$ cat config.mk
export PLATFORM = sky130hd
export DESIGN_NAME = program_counter_unit_flat
export DESIGN_NICKNAME = d
export VERILOG_FILES = /design/src/rtl/program_counter_unit_if.sv /design/src/rtl/program_counter_unit.sv /design/src/flat_wrapper.sv
export SDC_FILE = /design/constraint.sdc
export NUM_CORES = 1
export LEC_CHECK = 0
export ABC_AREA = 1
export BUFFER_PORTS_ARGS = -buffer_cell sky130_fd_sc_hd__buf_2
export CAP_MARGIN = 20
export CORE_ASPECT_RATIO = 0.6
export CORE_MARGIN = 8
export CORE_UTILIZATION = 25
export CTS_CLUSTER_DIAMETER = 60
export CTS_CLUSTER_SIZE = 10
export DETAILED_ROUTE_END_ITERATION = 7
export SLEW_MARGIN = 20
export SYNTH_ARGS = -nofsm -noshare
export SYNTH_HDL_FRONTEND = slang
export SYNTH_SLANG_ARGS = --single-unit
$ cat constraint.sdc
create_clock -name i_clk -period 1.4 [get_ports i_clk]
set_input_delay 0.21 -clock i_clk [delete_from_list [all_inputs] [get_ports i_clk]]
set_output_delay 0.21 -clock i_clk [all_outputs]
set_load 0.005 [all_outputs]
$ cat src/rtl/program_counter_unit_if.sv
// Bundle between the FRANK6000 program counter, its sequencer-side driver and the instruction stack.
// slave = the program counter unit; master = whatever drives requests and supplies stack data.
interface program_counter_unit_if #(
  parameter int unsigned DATA_WIDTH = 8
) ();

  logic                  i_en;
  logic                  i_halt;
  logic                  i_jmp;
  logic                  i_brn;
  logic                  i_cond;
  logic                  i_call;
  logic                  i_rtrn;
  logic [DATA_WIDTH-1:0] i_target;
  logic [DATA_WIDTH-1:0] i_stack;
  logic [DATA_WIDTH-1:0] o_PC;
  logic                  o_call;
  logic                  o_rtrn;
  logic                  o_busy;
  logic                  o_halted;
  logic                  o_ovf;
  logic                  o_unf;

  modport slave (
    input  i_en,
    input  i_halt,
    input  i_jmp,
    input  i_brn,
    input  i_cond,
    input  i_call,
    input  i_rtrn,
    input  i_target,
    input  i_stack,
    output o_PC,
    output o_call,
    output o_rtrn,
    output o_busy,
    output o_halted,
    output o_ovf,
    output o_unf
  );

  modport master (
    output i_en,
    output i_halt,
    output i_jmp,
    output i_brn,
    output i_cond,
    output i_call,
    output i_rtrn,
    output i_target,
    output i_stack,
    input  o_PC,
    input  o_call,
    input  o_rtrn,
    input  o_busy,
    input  o_halted,
    input  o_ovf,
    input  o_unf
  );

endinterface

$ cat src/rtl/program_counter_unit.sv
// FRANK6000 program counter: next-PC selection, stack push/pop strobes, depth tracking
// and sticky overflow/underflow flags. Returns insert one bubble while stack data arrives.
module program_counter_unit #(
  parameter int unsigned           DATA_WIDTH   = 8,
  parameter int unsigned           ADDR_WIDTH   = 4,
  parameter logic [DATA_WIDTH-1:0] RESET_VECTOR = '0
) (
  input logic                   i_clk,
  input logic                   i_rst,
  program_counter_unit_if.slave bus
);

  localparam int unsigned          DEPTH_W   = ADDR_WIDTH + 1;
  localparam logic [DEPTH_W-1:0]   DEPTH_MAX = DEPTH_W'(1 << ADDR_WIDTH);
  localparam logic [DEPTH_W-1:0]   DEPTH_ONE = DEPTH_W'(1);
  localparam logic [DATA_WIDTH-1:0] PC_ONE   = DATA_WIDTH'(1);

  typedef enum logic [1:0] {
    ST_RUN      = 2'd0,
    ST_RET_WAIT = 2'd1,
    ST_HALT     = 2'd2
  } state_e;

  state_e                state_q, state_d;
  logic [DATA_WIDTH-1:0] pc_q, pc_d;
  logic [DEPTH_W-1:0]    depth_q, depth_d;
  logic                  ovf_q, ovf_d;
  logic                  unf_q, unf_d;
  logic                  call_c;
  logic                  rtrn_c;
  logic [DATA_WIDTH-1:0] pc_inc;

  assign pc_inc = pc_q + PC_ONE;

  // State register; reset also abandons any return in flight.
  always_ff @(posedge i_clk or posedge i_rst) begin
    if (i_rst) begin
      state_q <= ST_RUN;
      pc_q    <= RESET_VECTOR;
      depth_q <= '0;
      ovf_q   <= 1'b0;
      unf_q   <= 1'b0;
    end else begin
      state_q <= state_d;
      pc_q    <= pc_d;
      depth_q <= depth_d;
      ovf_q   <= ovf_d;
      unf_q   <= unf_d;
    end
  end

  // Next-state / next-PC selection, priority halt > rtrn > call > jmp > brn > increment.
  always_comb begin
    state_d = state_q;
    pc_d    = pc_q;
    depth_d = depth_q;
    ovf_d   = ovf_q;
    unf_d   = unf_q;
    call_c  = 1'b0;
    rtrn_c  = 1'b0;

    case (state_q)
      ST_RUN: begin
        if (bus.i_en) begin
          if (bus.i_halt) begin
            state_d = ST_HALT;
          end else if (bus.i_rtrn) begin
            if (depth_q != '0) begin
              rtrn_c  = 1'b1;
              depth_d = depth_q - DEPTH_ONE;
              state_d = ST_RET_WAIT;
            end else begin
              unf_d = 1'b1;
              pc_d  = pc_inc;
            end
          end else if (bus.i_call) begin
            // The stack captures o_PC+1 on the same edge that loads the target.
            if (depth_q != DEPTH_MAX) begin
              call_c  = 1'b1;
              depth_d = depth_q + DEPTH_ONE;
              pc_d    = bus.i_target;
            end else begin
              ovf_d = 1'b1;
              pc_d  = pc_inc;
            end
          end else if (bus.i_jmp) begin
            pc_d = bus.i_target;
          end else if (bus.i_brn) begin
            pc_d = bus.i_cond ? bus.i_target : pc_inc;
          end else begin
            pc_d = pc_inc;
          end
        end
      end

      ST_RET_WAIT: begin
        // Stack read port is registered, so the popped address is valid now.
        pc_d    = bus.i_stack;
        state_d = ST_RUN;
      end

      ST_HALT: begin
        state_d = ST_HALT;
      end

      default: begin
        state_d = ST_RUN;
      end
    endcase
  end

  assign bus.o_PC     = pc_q;
  assign bus.o_call   = call_c;
  assign bus.o_rtrn   = rtrn_c;
  assign bus.o_busy   = (state_q == ST_RET_WAIT);
  assign bus.o_halted = (state_q == ST_HALT);
  assign bus.o_ovf    = ovf_q;
  assign bus.o_unf    = unf_q;

endmodule

$ cat src/flat_wrapper.sv
// flat-port wrapper written by rule: the top's interface ports become plain ports
module program_counter_unit_flat 
#(
  parameter int unsigned           DATA_WIDTH   = 8,
  parameter int unsigned           ADDR_WIDTH   = 4,
  parameter logic [DATA_WIDTH-1:0] RESET_VECTOR = '0
)
  (i_clk, i_rst, bus_i_en, bus_i_halt, bus_i_jmp, bus_i_brn, bus_i_cond, bus_i_call, bus_i_rtrn, bus_i_target, bus_i_stack, bus_o_PC, bus_o_call, bus_o_rtrn, bus_o_busy, bus_o_halted, bus_o_ovf, bus_o_unf);
  program_counter_unit_if #(.DATA_WIDTH(DATA_WIDTH)) bus_i ();
  input logic i_clk;
  input logic i_rst;
  input wire logic [$bits(bus_i.i_en)-1:0] bus_i_en;
  input wire logic [$bits(bus_i.i_halt)-1:0] bus_i_halt;
  input wire logic [$bits(bus_i.i_jmp)-1:0] bus_i_jmp;
  input wire logic [$bits(bus_i.i_brn)-1:0] bus_i_brn;
  input wire logic [$bits(bus_i.i_cond)-1:0] bus_i_cond;
  input wire logic [$bits(bus_i.i_call)-1:0] bus_i_call;
  input wire logic [$bits(bus_i.i_rtrn)-1:0] bus_i_rtrn;
  input wire logic [$bits(bus_i.i_target)-1:0] bus_i_target;
  input wire logic [$bits(bus_i.i_stack)-1:0] bus_i_stack;
  output wire logic [$bits(bus_i.o_PC)-1:0] bus_o_PC;
  output wire logic [$bits(bus_i.o_call)-1:0] bus_o_call;
  output wire logic [$bits(bus_i.o_rtrn)-1:0] bus_o_rtrn;
  output wire logic [$bits(bus_i.o_busy)-1:0] bus_o_busy;
  output wire logic [$bits(bus_i.o_halted)-1:0] bus_o_halted;
  output wire logic [$bits(bus_i.o_ovf)-1:0] bus_o_ovf;
  output wire logic [$bits(bus_i.o_unf)-1:0] bus_o_unf;
  assign bus_i.i_en = bus_i_en;
  assign bus_i.i_halt = bus_i_halt;
  assign bus_i.i_jmp = bus_i_jmp;
  assign bus_i.i_brn = bus_i_brn;
  assign bus_i.i_cond = bus_i_cond;
  assign bus_i.i_call = bus_i_call;
  assign bus_i.i_rtrn = bus_i_rtrn;
  assign bus_i.i_target = bus_i_target;
  assign bus_i.i_stack = bus_i_stack;
  assign bus_o_PC = bus_i.o_PC;
  assign bus_o_call = bus_i.o_call;
  assign bus_o_rtrn = bus_i.o_rtrn;
  assign bus_o_busy = bus_i.o_busy;
  assign bus_o_halted = bus_i.o_halted;
  assign bus_o_ovf = bus_i.o_ovf;
  assign bus_o_unf = bus_i.o_unf;
  program_counter_unit #(.DATA_WIDTH(DATA_WIDTH), .ADDR_WIDTH(ADDR_WIDTH), .RESET_VECTOR(RESET_VECTOR)) u_core (.i_clk(i_clk), .i_rst(i_rst), .bus(bus_i));
endmodule
Word level (Yosys, flattened, before mapping). Cells that the tools add are included.

Input bits: 25. Output and inout port bits: 14. Bits in latches: 0. ROM bits: 0. Memories kept: 0. Word-level logic and storage cells: 61. Bits in registers: 17. RAM bits: 0.

Multiply operators: 0. Divide/modulo/power cells: 0. Multiplexer cells: 30. $add $sub $neg: 3. Magnitude comparators: 0. Bitwise logic cells: 4. Shift-type cells: 0. Reductions and logical operators: 10. Equal/unequal tests: 9.

Operators with widths (number): 2-to-1 mux 8 bit (9); 2-to-1 mux 5 bit (4); one-hot mux 8 bit (2 select lines) (1); AND reduction 6 bit (2); 2-to-1 mux 1 bit (11); adder 8 x 1 -> 8 bit, second input constant (1); 2-to-1 mux 2 bit (4); inequality test 3 bit, second input constant (2); nonzero test 2 bit (3); adder 5 x 1 -> 5 bit, second input constant (1); inequality test 5 bit, second input constant (1); AND reduction 5 bit (1); nonzero test 5 bit (1); subtractor 5 x 1 -> 5 bit, second input constant (1); inequality test 2 bit, second input constant (2); inverter 1 bit (4); one-hot mux 2 bit (2 select lines) (1); AND reduction 4 bit (1); inequality test 3 x 2 -> 1 bit, second input constant (1); AND reduction 3 bit (1); equality test 2 x 1 -> 1 bit, second input constant (1); equality test 2 bit, second input constant (1); zero test 2 bit (1); inequality test 2 x 1 -> 1 bit, second input constant (1).

Logic depth before layout (Yosys ltp). Gate-level depths: netlist of the first run.

Depth after elaboration: 9. Depth in mapped cells: 10. Mapped depth without buffers: 10.

Worst setup path before layout of the first run. Ideal clock, no wire load.

Kind: register to register. From: register u_core.depth_q[0]. To: register u_core.depth_q[4]. Setup slack: 0.091 ns. Library setup time: 0.083 ns. Stages on the path, launching flop included: 6. Data required time: 1.317 ns. Path buffers: 0. Clock period less this slack: 1.309 ns. Arrival time: 1.227 ns. Cell sequence: dfrtp_1 > fa_1 > nand3_1 > nand2_1 > xnor2_1 > o21ai_0.

Longest elaborated chain between the ends: 4. Elaborated cells on any way between the ends: 11. Classes of those cells: add/sub (2); eq/ne (2); mux (4); reduce/logical (3).

RTL lines: from (decl) (line program_counter_unit.sv:26) `logic [DEPTH_W-1:0] depth_q, depth_d;`; from (signal assigned) (line program_counter_unit.sv:46) `depth_q <= depth_d;`; adder 5 x 1 -> 5 bit (line program_counter_unit.sv:80) `depth_d = depth_q + DEPTH_ONE;`; 2-to-1 mux 5 bit (line program_counter_unit.sv:78) `if (depth_q != DEPTH_MAX) begin`; 2-to-1 mux 5 bit (line program_counter_unit.sv:76) `end else if (bus.i_call) begin`; 2-to-1 mux 5 bit (line program_counter_unit.sv:67) `end else if (bus.i_rtrn) begin`.

Parallel ways exist; a longest one is shown, timed or not. The select of a mux whose other input is x is not followed. A chain may end at the register's enable or synchronous reset.

Final worst setup path of the first run.
From: register u_core.state_q[0]. To: output port bus_o_busy.

Longest elaborated chain between the ends: 1.

RTL lines: from (decl) (line program_counter_unit.sv:24) `state_e state_q, state_d;`; from (signal assigned) (line program_counter_unit.sv:44) `state_q <= state_d;`; equality test 2 x 1 -> 1 bit (line program_counter_unit.sv:115) `assign bus.o_busy = (state_q == ST_RET_WAIT);`; to (decl) (line flat_wrapper.sv:24) `output wire logic [$bits(bus_i.o_busy)-1:0] bus_o_busy;`.

No other way between the ends.

==> results of run 1 <==
-- cell type report --
class,count,area share [%]
Clock buffer,3,2.01
Clock inverter,1,0.244
Inverter,25,4.69
Multi-Input combinational cell,139,44.6
Sequential cell,17,20.8
Tap cell,66,4.02
Timing Repair Buffer,69,23.6
-- cells in the mapped netlist, drive strengths merged (2+ instances only) --
| cell | instances | area (µm²) |
|---|---|---|
| a21boi | 4 | 30.0 |
| a21oi | 5 | 36.3 |
| buf | 2 | 15.0 |
| dfrtp | 17 | 425 |
| ha | 4 | 50.1 |
| inv | 25 | 93.8 |
| nand2 | 51 | 204 |
| nand3 | 24 | 133 |
| nor2 | 27 | 101 |
| nor3 | 3 | 20.0 |
| o21ai | 7 | 35.0 |
| xnor2 | 5 | 43.8 |
| xor2 | 2 | 17.5 |
-- critical path, cell delays in order (launching register included) --
cell and delay, ns:
dfrtp_1 0.41, buf_4 0.15, buf_4 0.13, nand2_4 0.08
buf_8 0.12, inv_1 0.04, buf_2 0.11
-- sequential cells by signal, summed over array words and instances, names as in the netlist --
signal            flops
u_core.bus.o_PC       8
u_core.depth_q        5
u_core.bus.o_unf      1
u_core.bus.o_ovf      1
u_core.state_q        2
-- metal layers --
layer	routed length [µm]	global-route usage [%]	up-vias	share of wire [%]
met5	0	0	-	0
met4	37	3.21	0	0.90
met3	306	3.08	2	7.4
met2	1790	14.4	37	43
met1	1990	13.8	646	48
li1	-	-	728	-
-- power by group through the flow --
| stage | combinational [mW] | clock [mW] | sequential, mW |
|---|---|---|---|
| final | 0.224 | 0.374 | 0.517 |
| after global routing | 0.250 | 0.401 | 0.518 |
| after CTS | 0.203 | 0.385 | 0.517 |
| after detailed placement | 0.194 | 0 | 0.527 |
| after global placement | 0.192 | 0 | 0.526 |
| after floorplan | 0.0965 | 0 | 0.525 |
-- worst max path at each step --
| stage | to | startpoint | slack [ns] |
|---|---|---|---|
| 6_report | bus_o_busy | u_core.state_q[0]$_DFFE_PP0P_ | -0.12 |
| 5_1_grt | bus_o_call | u_core.state_q[0]$_DFFE_PP0P_ | -0.18 |
| 4_1_cts | bus_o_call | u_core.state_q[1]$_DFFE_PP0P_ | -0.09 |
| 3_5_place_dp | u_core.bus.o_PC[5]$_DFFE_PP0P_ | u_core.depth_q[2]$_DFFE_PP0P_ | -0.12 |
| 3_3_place_gp | u_core.bus.o_PC[4]$_DFFE_PP0P_ | u_core.depth_q[2]$_DFFE_PP0P_ | -0.09 |
| 2_1_floorplan | u_core.depth_q[4]$_DFFE_PP0P_ | u_core.depth_q[0]$_DFFE_PP0P_ | 0.09 |
-- stage by stage --
step / TNS, ns / hold WS, ns / power (mW) / worst slack (ns)
2_1_floorplan: 0 / 0.136 / 0.622 / 0.0906
4_1_cts: -0.168 / 0.222 / 1.10 / -0.0872
3_3_place_gp: -0.526 / 0.236 / 0.718 / -0.0890
5_1_grt: -1.02 / 0.248 / 1.17 / -0.176
6_report: -0.441 / 0.229 / 1.11 / -0.118
3_5_place_dp: -0.727 / 0.241 / 0.721 / -0.116
-- timing repair --
action / in CTS / in global routing
buffers inserted: 6 / 10
hold buffers: 1 / 0
gates resized for setup: 14 / 44
cloned: 0 / 2
setup endpoints to repair: 12 / 16
hold endpoints to repair: 17 / 0
pin swaps: 1 / 12
-- logic make-up after synthesis --
kind of cell	Yosys count
AO/OA/AOI/OAI	18
XOR/XNOR	7
adder cells (fa/ha/maj)	5
buffers and inverters	27
flip-flops	17
AND/OR/NAND/NOR	108
==> impl_metrics.env, run 1 <==
export IMPL_status="finished, violations left"
export IMPL_violations="negative setup slack"
export IMPL_finalSetupViolCount=10
export IMPL_drt_total_wl_um=4130
export IMPL_synth_seq_area_share_pct=33.6
export IMPL_synthCells=182
export IMPL_holdPathStages=3
export IMPL_r2r_end="u_core.bus.o_PC[6]$_DFFE_PP0P_"
export IMPL_grt_max_degree=18
export IMPL_synth_adder_area_share_pct=5.53
export IMPL_synth_avg_cell_area_um2=6.96
export IMPL_detail_route_antenna_nets=0
export IMPL_drive_above_1_share_pct=45.3
export IMPL_final_cell_mix="nand2_1, buf_2, buf_4"
export IMPL_p_clk_share_pct=33.6
export IMPL_fin_area_um2=2050
export IMPL_final_hold_violation_count=0
export IMPL_postLayoutSetupSlackWorst_ns=-0.118
export IMPL_yosysUniqueCellTypes=27
export IMPL_grt_pass1_wl_um=6180
export IMPL_insertion_delay_ns=0.25
export IMPL_cp_arrival_ns=1.31
export IMPL_min_from="bus_i_halt"
export IMPL_initialDrtViolationCount=78
export IMPL_rsz0062_at_grt="yes"
export IMPL_vias_per_cell=4.42
export IMPL_io_pins=39
export IMPL_critical_path_class="register to output pin"
export IMPL_via_count=1413
export IMPL_netlist_area_um2=1270
export IMPL_grt_pass1_vias=1344
export IMPL_numPortBuffers=38
export IMPL_ys_warn_count=0
export IMPL_pwr_share_seq_pct=46.4
export IMPL_maxSlewViolCount=0
export IMPL_relSlewSlack_pct=81.9
export IMPL_synth_seq_cells=17
export IMPL_synth_xor_area_share_pct=4.84
export IMPL_drv_cap=0
export IMPL_synthFlopType="dfrtp_1"
export IMPL_die_area_um2=7680
export IMPL_die_h_um=71.2
export IMPL_period_share_pct=108
export IMPL_power_switching_mw=0.306
export IMPL_period_needed_ns=1.52
export IMPL_nNetsFinal=285
export IMPL_start_kind="register"
export IMPL_min_to="u_core.state_q[1]$_DFFE_PP0P_"
export IMPL_rows=20
export IMPL_synth_edf_count=0
export IMPL_drt_pass1_iter_count=4
export IMPL_numCtsBuffers=3
export IMPL_tightest_slew_ns=0.272
export IMPL_cts_htree_levels=1
export IMPL_end_kind="output pin"
export IMPL_grt_usage_pct=10.0
export IMPL_power_internal_mw=0.808
export IMPL_layout_commonest_cell="nand2_1"
export IMPL_cts_sinks=17
export IMPL_rrSetupSlack_ns=-0.03
export IMPL_synthSimpleGateAreaFrac_pct=38.2
export IMPL_max_clock_path_buffers=2
export IMPL_area_growth_pct=62.0
export IMPL_post_drt_wl_per_cell_um=12.9
export IMPL_antenna_found_initial=0
export IMPL_gp_congestion=0.744
export IMPL_synth_top_family_by_area="simple AND/OR/NAND/NOR gates"
export IMPL_dp_hpwl_um=2880
export IMPL_num_antenna_cells=0
export IMPL_fin_skew_ns=0.00228
export IMPL_fmax_mhz=659
export IMPL_start_util_pct=25.5
export IMPL_cp_max_fo=4
export IMPL_min_path_type="input port to register"
export IMPL_place_area_um2=1640
export IMPL_cts_tree="yes"
export IMPL_post_route_util_pct=41.2
export IMPL_p_leak_nw=1.15
export IMPL_async_reset_ff_share_pct=100
export IMPL_overflow=0
export IMPL_fill_cells=509
export IMPL_synth_mux_area_share_pct=0
export IMPL_clk_pin_slew_ns=0.07
export IMPL_ir_worst_vdd_v=0.000245
export IMPL_crit_required_ns=1.19
export IMPL_dp_cells=298
export IMPL_worstReg2RegStart="u_core.state_q[0]$_DFFE_PP0P_"
export IMPL_coreArea_um2=4980
export IMPL_reg2reg_depth=10
export IMPL_multi_input_comb_area_um2=916
export IMPL_layout_cells_non_filler=320
export IMPL_drc_errors=0
export IMPL_die_w_um=108
export IMPL_root_buffer="clkbuf_8"
export IMPL_seq_area_um2=427
export IMPL_synth_compound_area_share_pct=9.28
export IMPL_switching_share_pct=27.5
export IMPL_p_per_area_nw_per_um2=543
export IMPL_p_comb_share_pct=20.1
export IMPL_syn_num_nets=212
Note: power is estimated with default switching activity, not from simulation.
==> run 2: changes to the inputs <==
==> constraint.sdc (replaced) <==
create_clock -name i_clk -period 1.4 [get_ports i_clk]
set_input_delay 0.07 -clock i_clk [delete_from_list [all_inputs] [get_ports i_clk]]
set_output_delay 0.07 -clock i_clk [all_outputs]
set_load 0.005 [all_outputs]
==> run 2 against run 1 <==
  * The run still ends with negative setup slack left
  * Critical path depth stayed put
  * Power is 1.7% lower
  * Worst hold slack worse by 0.14 ns
  * Register-to-register slack better by 0.02 ns
  * Die area stayed put
  * Sequential power hardly changed
  * Global-route usage is 0.42 points lower
  * First-iteration DRC count is 44% higher
  * Maximum frequency is 7.7% higher
  * Critical path type is now register to register
==> impl_metrics.env, run 2 (same netlist as run 1, synthesis figures left out) <==
export IMPL_status="finished, violations left"
export IMPL_violations="negative setup slack"
export IMPL_grt_pass1_wl_um=6040
export IMPL_drive_above_1_share_pct=41.4
export IMPL_overflow=0
export IMPL_drv_cap=0
export IMPL_die_w_um=108
export IMPL_gp_congestion=0.759
export IMPL_ir_worst_vdd_v=0.000237
export IMPL_tightest_slew_ns=0.385
export IMPL_post_drt_wl_per_cell_um=13.8
export IMPL_cp_max_fo=8
export IMPL_grt_usage_pct=9.60
export IMPL_cts_tree="yes"
export IMPL_period_share_pct=101
export IMPL_drt_pass1_iter_count=4
export IMPL_nNetsFinal=280
export IMPL_multi_input_comb_area_um2=896
export IMPL_p_leak_nw=1.06
export IMPL_initialDrtViolationCount=112
export IMPL_pre_cts_ws_ns=-0.131
export IMPL_die_area_um2=7680
export IMPL_slowest_delay_ns=0.45
export IMPL_relSlewSlack_pct=74.3
export IMPL_numCtsBuffers=3
export IMPL_layout_commonest_cell="nand2_1"
export IMPL_via_count=1436
export IMPL_min_path_type="input port to register"
export IMPL_maxSlewViolCount=0
export IMPL_fin_skew_ns=0.00159
export IMPL_slowest_stage="dfrtp_2"
export IMPL_start_util_pct=25.5
export IMPL_postLayoutSetupSlackWorst_ns=-0.00884
export IMPL_antenna_found_initial=0
export IMPL_drt_total_wl_um=4340
export IMPL_cts_sinks=17
export IMPL_num_antenna_cells=0
export IMPL_period_needed_ns=1.41
export IMPL_seq_area_um2=430
export IMPL_p_per_area_nw_per_um2=564
export IMPL_fill_cells=513
export IMPL_worst_hold_slack_ns=0.0887
export IMPL_area_growth_pct=53.2
export IMPL_crit_required_ns=1.54
export IMPL_critical_path_class="register to register"
export IMPL_final_hold_violation_count=0
export IMPL_clk_pin_slew_ns=0.07
export IMPL_start_kind="register"
export IMPL_cts_htree_levels=1
export IMPL_coreArea_um2=4980
export IMPL_final_cell_mix="nand2_1, buf_2, inv_1"
export IMPL_rsz0062_at_grt="yes"
export IMPL_dp_hpwl_um=2820
export IMPL_grt_pass1_vias=1262
export IMPL_path_cells="buf_4, nor3_4, nand2_2, nand3_4, nand2_1, a21boi_1"
export IMPL_detail_route_antenna_nets=0
export IMPL_finalSetupViolCount=4
export IMPL_root_buffer="clkbuf_8"
export IMPL_grt_max_degree=18
export IMPL_largest_reg_flops=8
export IMPL_die_h_um=71.2
export IMPL_insertion_delay_ns=0.26
export IMPL_rows=20
export IMPL_worst_path_dominant_cell_family="simple AND/OR/NAND/NOR gates"
export IMPL_cp_arrival_ns=1.55
export IMPL_end_kind="register"
export IMPL_vias_per_cell=4.56
export IMPL_drc_errors=0
export IMPL_numPortBuffers=38
export IMPL_max_clock_path_buffers=2
export IMPL_worst_path_buf_inv=1
export IMPL_fmax_mhz=710
export IMPL_io_pins=39
## run 2: cell count changes in the layout (fill, tap and decap cells not counted), sizes merged
cell / delta
buf: -5
clkinv: -1
nand4: +1
## run 2: through the flow
step	setup TNS, ns	utilization [%]	total power [mW]	cell area (µm²)	std cells
final	-0.0206	39.0	1.10	1940	315
after global routing	-0.619	39.0	1.15	1940	315
after CTS	-0.00565	35.3	1.09	1760	302
after detailed placement	-0.865	32.0	0.704	1590	293
after global placement	-0.699	32.0	0.703	1590	293
after floorplan	0	-	0.622	1270	182
## run 2: tightest hold or removal path, delay by kind of cell
family	cells	cell delay (ns)
AO/OA/AOI/OAI	1	0.06
buffers and inverters	1	0.11
AND/OR/NAND/NOR	1	0.07
## run 2: path summary, 6_finish.rpt
check	cells past startpoint	endpoint	start	slack [ns]
setup / recovery	6	u_core.bus.o_PC[2]$_DFFE_PP0P_	u_core.state_q[0]$_DFFE_PP0P_	-0.009
setup reg to reg	6	u_core.bus.o_PC[2]$_DFFE_PP0P_	u_core.state_q[0]$_DFFE_PP0P_	-0.009
max in group asynchronous	4	u_core.state_q[0]$_DFFE_PP0P_	i_rst	0.81
min in group asynchronous	4	u_core.depth_q[3]$_DFFE_PP0P_	i_rst	0.37
hold / removal	3	u_core.state_q[1]$_DFFE_PP0P_	bus_i_halt	0.09
hold reg to reg	1	u_core.bus.o_ovf$_DFFE_PP0P_	u_core.bus.o_ovf$_DFFE_PP0P_	0.48
## run 2: final cells by class
class | count | share of cell area [%]
clock buffer | 4 | 2.32
multi-input combinational | 140 | 46.1
inverter | 25 | 4.96
sequential | 17 | 22.2
tap | 66 | 4.25
timing repair buffer | 63 | 20.2
## run 2: where the power goes
group          internal, mW  switching, mW  leakage (nW)
Clock                 0.202          0.177        0.0228
Sequential            0.503         0.0142         0.207
Combinational        0.0887          0.110         0.832
## run 2: metal layers
metal  GRT usage (%)  part of all wire (%)  wire [µm]
met3            3.35                   6.1        263
met5               0                     0          0
met1            12.6                    48       2070
met2            14.6                    44       1910
met4            2.29                   2.3         98
## run 2: repair_timing
item	CTS	global route
endpoints found under the hold margin	17	0
gates resized for setup	18	25
gates cloned	0	2
buffers inserted	4	11
hold buffers	1	0
pin swaps	2	6
setup endpoints to repair	13	14
==> run 3: changes to the inputs <==
--- a/config.mk
+++ b/config.mk
@@ -6,6 +6,7 @@
 export NUM_CORES = 1
 export LEC_CHECK = 0
 export ABC_AREA = 1
+export ABC_CLOCK_PERIOD_IN_PS = 1600
 export BUFFER_PORTS_ARGS = -buffer_cell sky130_fd_sc_hd__buf_2
 export CAP_MARGIN = 20
 export CORE_ASPECT_RATIO = 0.6
@@ -14,7 +15,6 @@
 export CTS_CLUSTER_DIAMETER = 60
 export CTS_CLUSTER_SIZE = 10
 export DETAILED_ROUTE_END_ITERATION = 7
-export SLEW_MARGIN = 20
 export SYNTH_ARGS = -nofsm -noshare
 export SYNTH_HDL_FRONTEND = slang
 export SYNTH_SLANG_ARGS = --single-unit
==> constraint.sdc (replaced) <==
create_clock -name i_clk -period 1.6 [get_ports i_clk]
set_input_delay 0.08 -clock i_clk [delete_from_list [all_inputs] [get_ports i_clk]]
set_output_delay 0.08 -clock i_clk [all_outputs]
set_load 0.005 [all_outputs]
==> run 3 against run 2 <==
  * The flow now finishes without violations
  * Flip-flop and latch count unchanged
  * Register-to-register slack better by 0.18 ns
  * Sequential power down 12%
  * Critical path type is now register to output pin
  * Via count down 14%
  * Worst setup slack better by 0.15 ns
==> impl_metrics.env, run 3 (same netlist as run 1, synthesis figures left out) <==
export IMPL_status="finished, final reports clean"
export IMPL_pre_cts_ws_ns=0.0267
export IMPL_rows=20
export IMPL_vias_per_cell=4.25
export IMPL_detail_route_antenna_nets=0
export IMPL_worst_path_buf_inv=2
export IMPL_crit_required_ns=1.52
export IMPL_antenna_found_initial=0
export IMPL_holdPathStages=3
export IMPL_grt_pass1_wl_um=5710
export IMPL_largest_reg_flops=8
export IMPL_cts_htree_levels=1
export IMPL_start_util_pct=25.5
export IMPL_clk_pin_slew_ns=0.06
export IMPL_overflow=0
export IMPL_numCtsBuffers=3
export IMPL_final_hold_violation_count=0
export IMPL_critical_path_class="register to output pin"
export IMPL_nNetsFinal=257
export IMPL_maxSlewViolCount=0
export IMPL_via_count=1240
export IMPL_grt_pass1_vias=1218
export IMPL_drv_cap=0
export IMPL_layout_commonest_cell="nand2_1"
export IMPL_min_path_type="input port to register"
export IMPL_cts_tree="yes"
export IMPL_initialDrtViolationCount=94
export IMPL_gp_congestion=0.784
export IMPL_slowest_stage="dfrtp_2"
export IMPL_drt_total_wl_um=3390
export IMPL_end_kind="output pin"
export IMPL_fmax_mhz=686
export IMPL_finalSetupViolCount=0
export IMPL_die_w_um=108
export IMPL_max_clock_path_buffers=2
export IMPL_die_area_um2=7680
export IMPL_cp_max_fo=5
export IMPL_drt_pass1_iter_count=4
export IMPL_num_antenna_cells=0
export IMPL_drive_above_1_share_pct=25.7
export IMPL_io_pins=39
export IMPL_dp_hpwl_um=2720
export IMPL_rrSetupSlack_ns=0.17
export IMPL_multi_input_comb_area_um2=749
export IMPL_seq_area_um2=427
export IMPL_cpMostUsedCell="nand3_1"
export IMPL_fill_cells=553
export IMPL_grt_usage_pct=9.22
export IMPL_die_h_um=71.2
export IMPL_start_kind="register"
export IMPL_p_leak_nw=0.933
export IMPL_fin_skew_ns=0.00452
export IMPL_p_per_area_nw_per_um2=573
export IMPL_coreArea_um2=4980
export IMPL_grt_max_degree=18
export IMPL_final_cell_mix="nand2_1, buf_2, nor2_1"
export IMPL_numPortBuffers=38
export IMPL_insertion_delay_ns=0.25
export IMPL_ir_worst_vdd_v=0.000243
export IMPL_cp_arrival_ns=1.38
export IMPL_root_buffer="clkbuf_8"
export IMPL_cts_sinks=17
export IMPL_layout_cells_non_filler=292
export IMPL_reg2reg_depth=6
export IMPL_dp_cells=285
export IMPL_area_growth_pct=27.8
export IMPL_postLayoutSetupSlackWorst_ns=0.142
export IMPL_relSlewSlack_pct=55.1
export IMPL_post_drt_wl_per_cell_um=11.6
export IMPL_drc_errors=0
export IMPL_slowest_delay_ns=0.45
export IMPL_path_cells="nor2_2, nand3_1, inv_2, nand3_1, nor2_1, buf_2"
export IMPL_period_needed_ns=1.46
export IMPL_rsz0062_at_grt="no"
export IMPL_worst_path_dominant_cell_family="simple AND/OR/NAND/NOR gates"
export IMPL_worst_path_stages=6
export IMPL_period_share_pct=91.1
export IMPL_tightest_slew_ns=0.672
export IMPL_finalSetupTns_ns=0
[run 3: cell count changes in the layout (fill, tap and decap cells not counted), sizes merged]
cell,previous run,this run
buf,62,41
nand3,25,24
nand4,2,1
[run 3: worst paths after layout]
check / start / endpoint
min: bus_i_halt / u_core.state_q[1]$_DFFE_PP0P_
max in group asynchronous: i_rst / u_core.state_q[0]$_DFFE_PP0P_
max: u_core.state_q[0]$_DFFE_PP0P_ / bus_o_call
min in group asynchronous: i_rst / u_core.depth_q[2]$_DFFE_PP0P_
min reg2reg: u_core.bus.o_unf$_DFFE_PP0P_ / u_core.bus.o_unf$_DFFE_PP0P_
max reg2reg: u_core.depth_q[1]$_DFFE_PP0P_ / u_core.bus.o_PC[5]$_DFFE_PP0P_
[run 3: report_power, final]
part	internal, mW	switching (mW)	leakage [nW]	total [mW]
Sequential	0.440	0.0132	0.212	0.453
Clock	0.177	0.149	0.0228	0.325
Combinational	0.0676	0.0824	0.698	0.150
Total	0.684	0.244	0.933	0.929
[run 3: cell type report]
type                            instances  area share [%]
Timing Repair Buffer                   42            13.7
Sequential cell                        17            26.3
Multi-Input combinational cell        138            46.3
Tap cell                               66            5.10
Inverter                               25            5.79
Clock buffer                            4            2.78
[run 3: metal layers]
metal | GRT usage (%) | wire length, µm
met4 | 1.99 | 0
met5 | 0 | 0
met1 | 13.2 | 1850
met3 | 3.17 | 183
met2 | 12.7 | 1360
[run 3: worst reg2reg max path, cell delays in order (launching register included)]
cell	delay [ns]
dfrtp_1	0.43
nor2_2	0.23
nand3_1	0.13
nand2_1	0.12
nand3_4	0.18
nand2_1	0.09
a21boi_0	0.16
[run 3: per-stage QoR]
step	hold WS (ns)	total power, mW	util (%)	cell area [µm²]
finish	0.0808	0.929	32.5	1620
global route	0.0920	0.986	32.5	1620
CTS	0.0772	0.939	31.9	1590
detailed placement	0.223	0.612	30.8	1530
global placement	0.212	0.610	30.8	1530
floorplan	0.00607	0.544	-	1270
[run 3: timing repair]
item                                    4_1_cts  5_1_grt
hold buffers                                  1        0
gates resized for setup                       1        5
hold endpoints to repair                     17        0
endpoints found under the setup margin        1        9
buffers inserted                              0        2
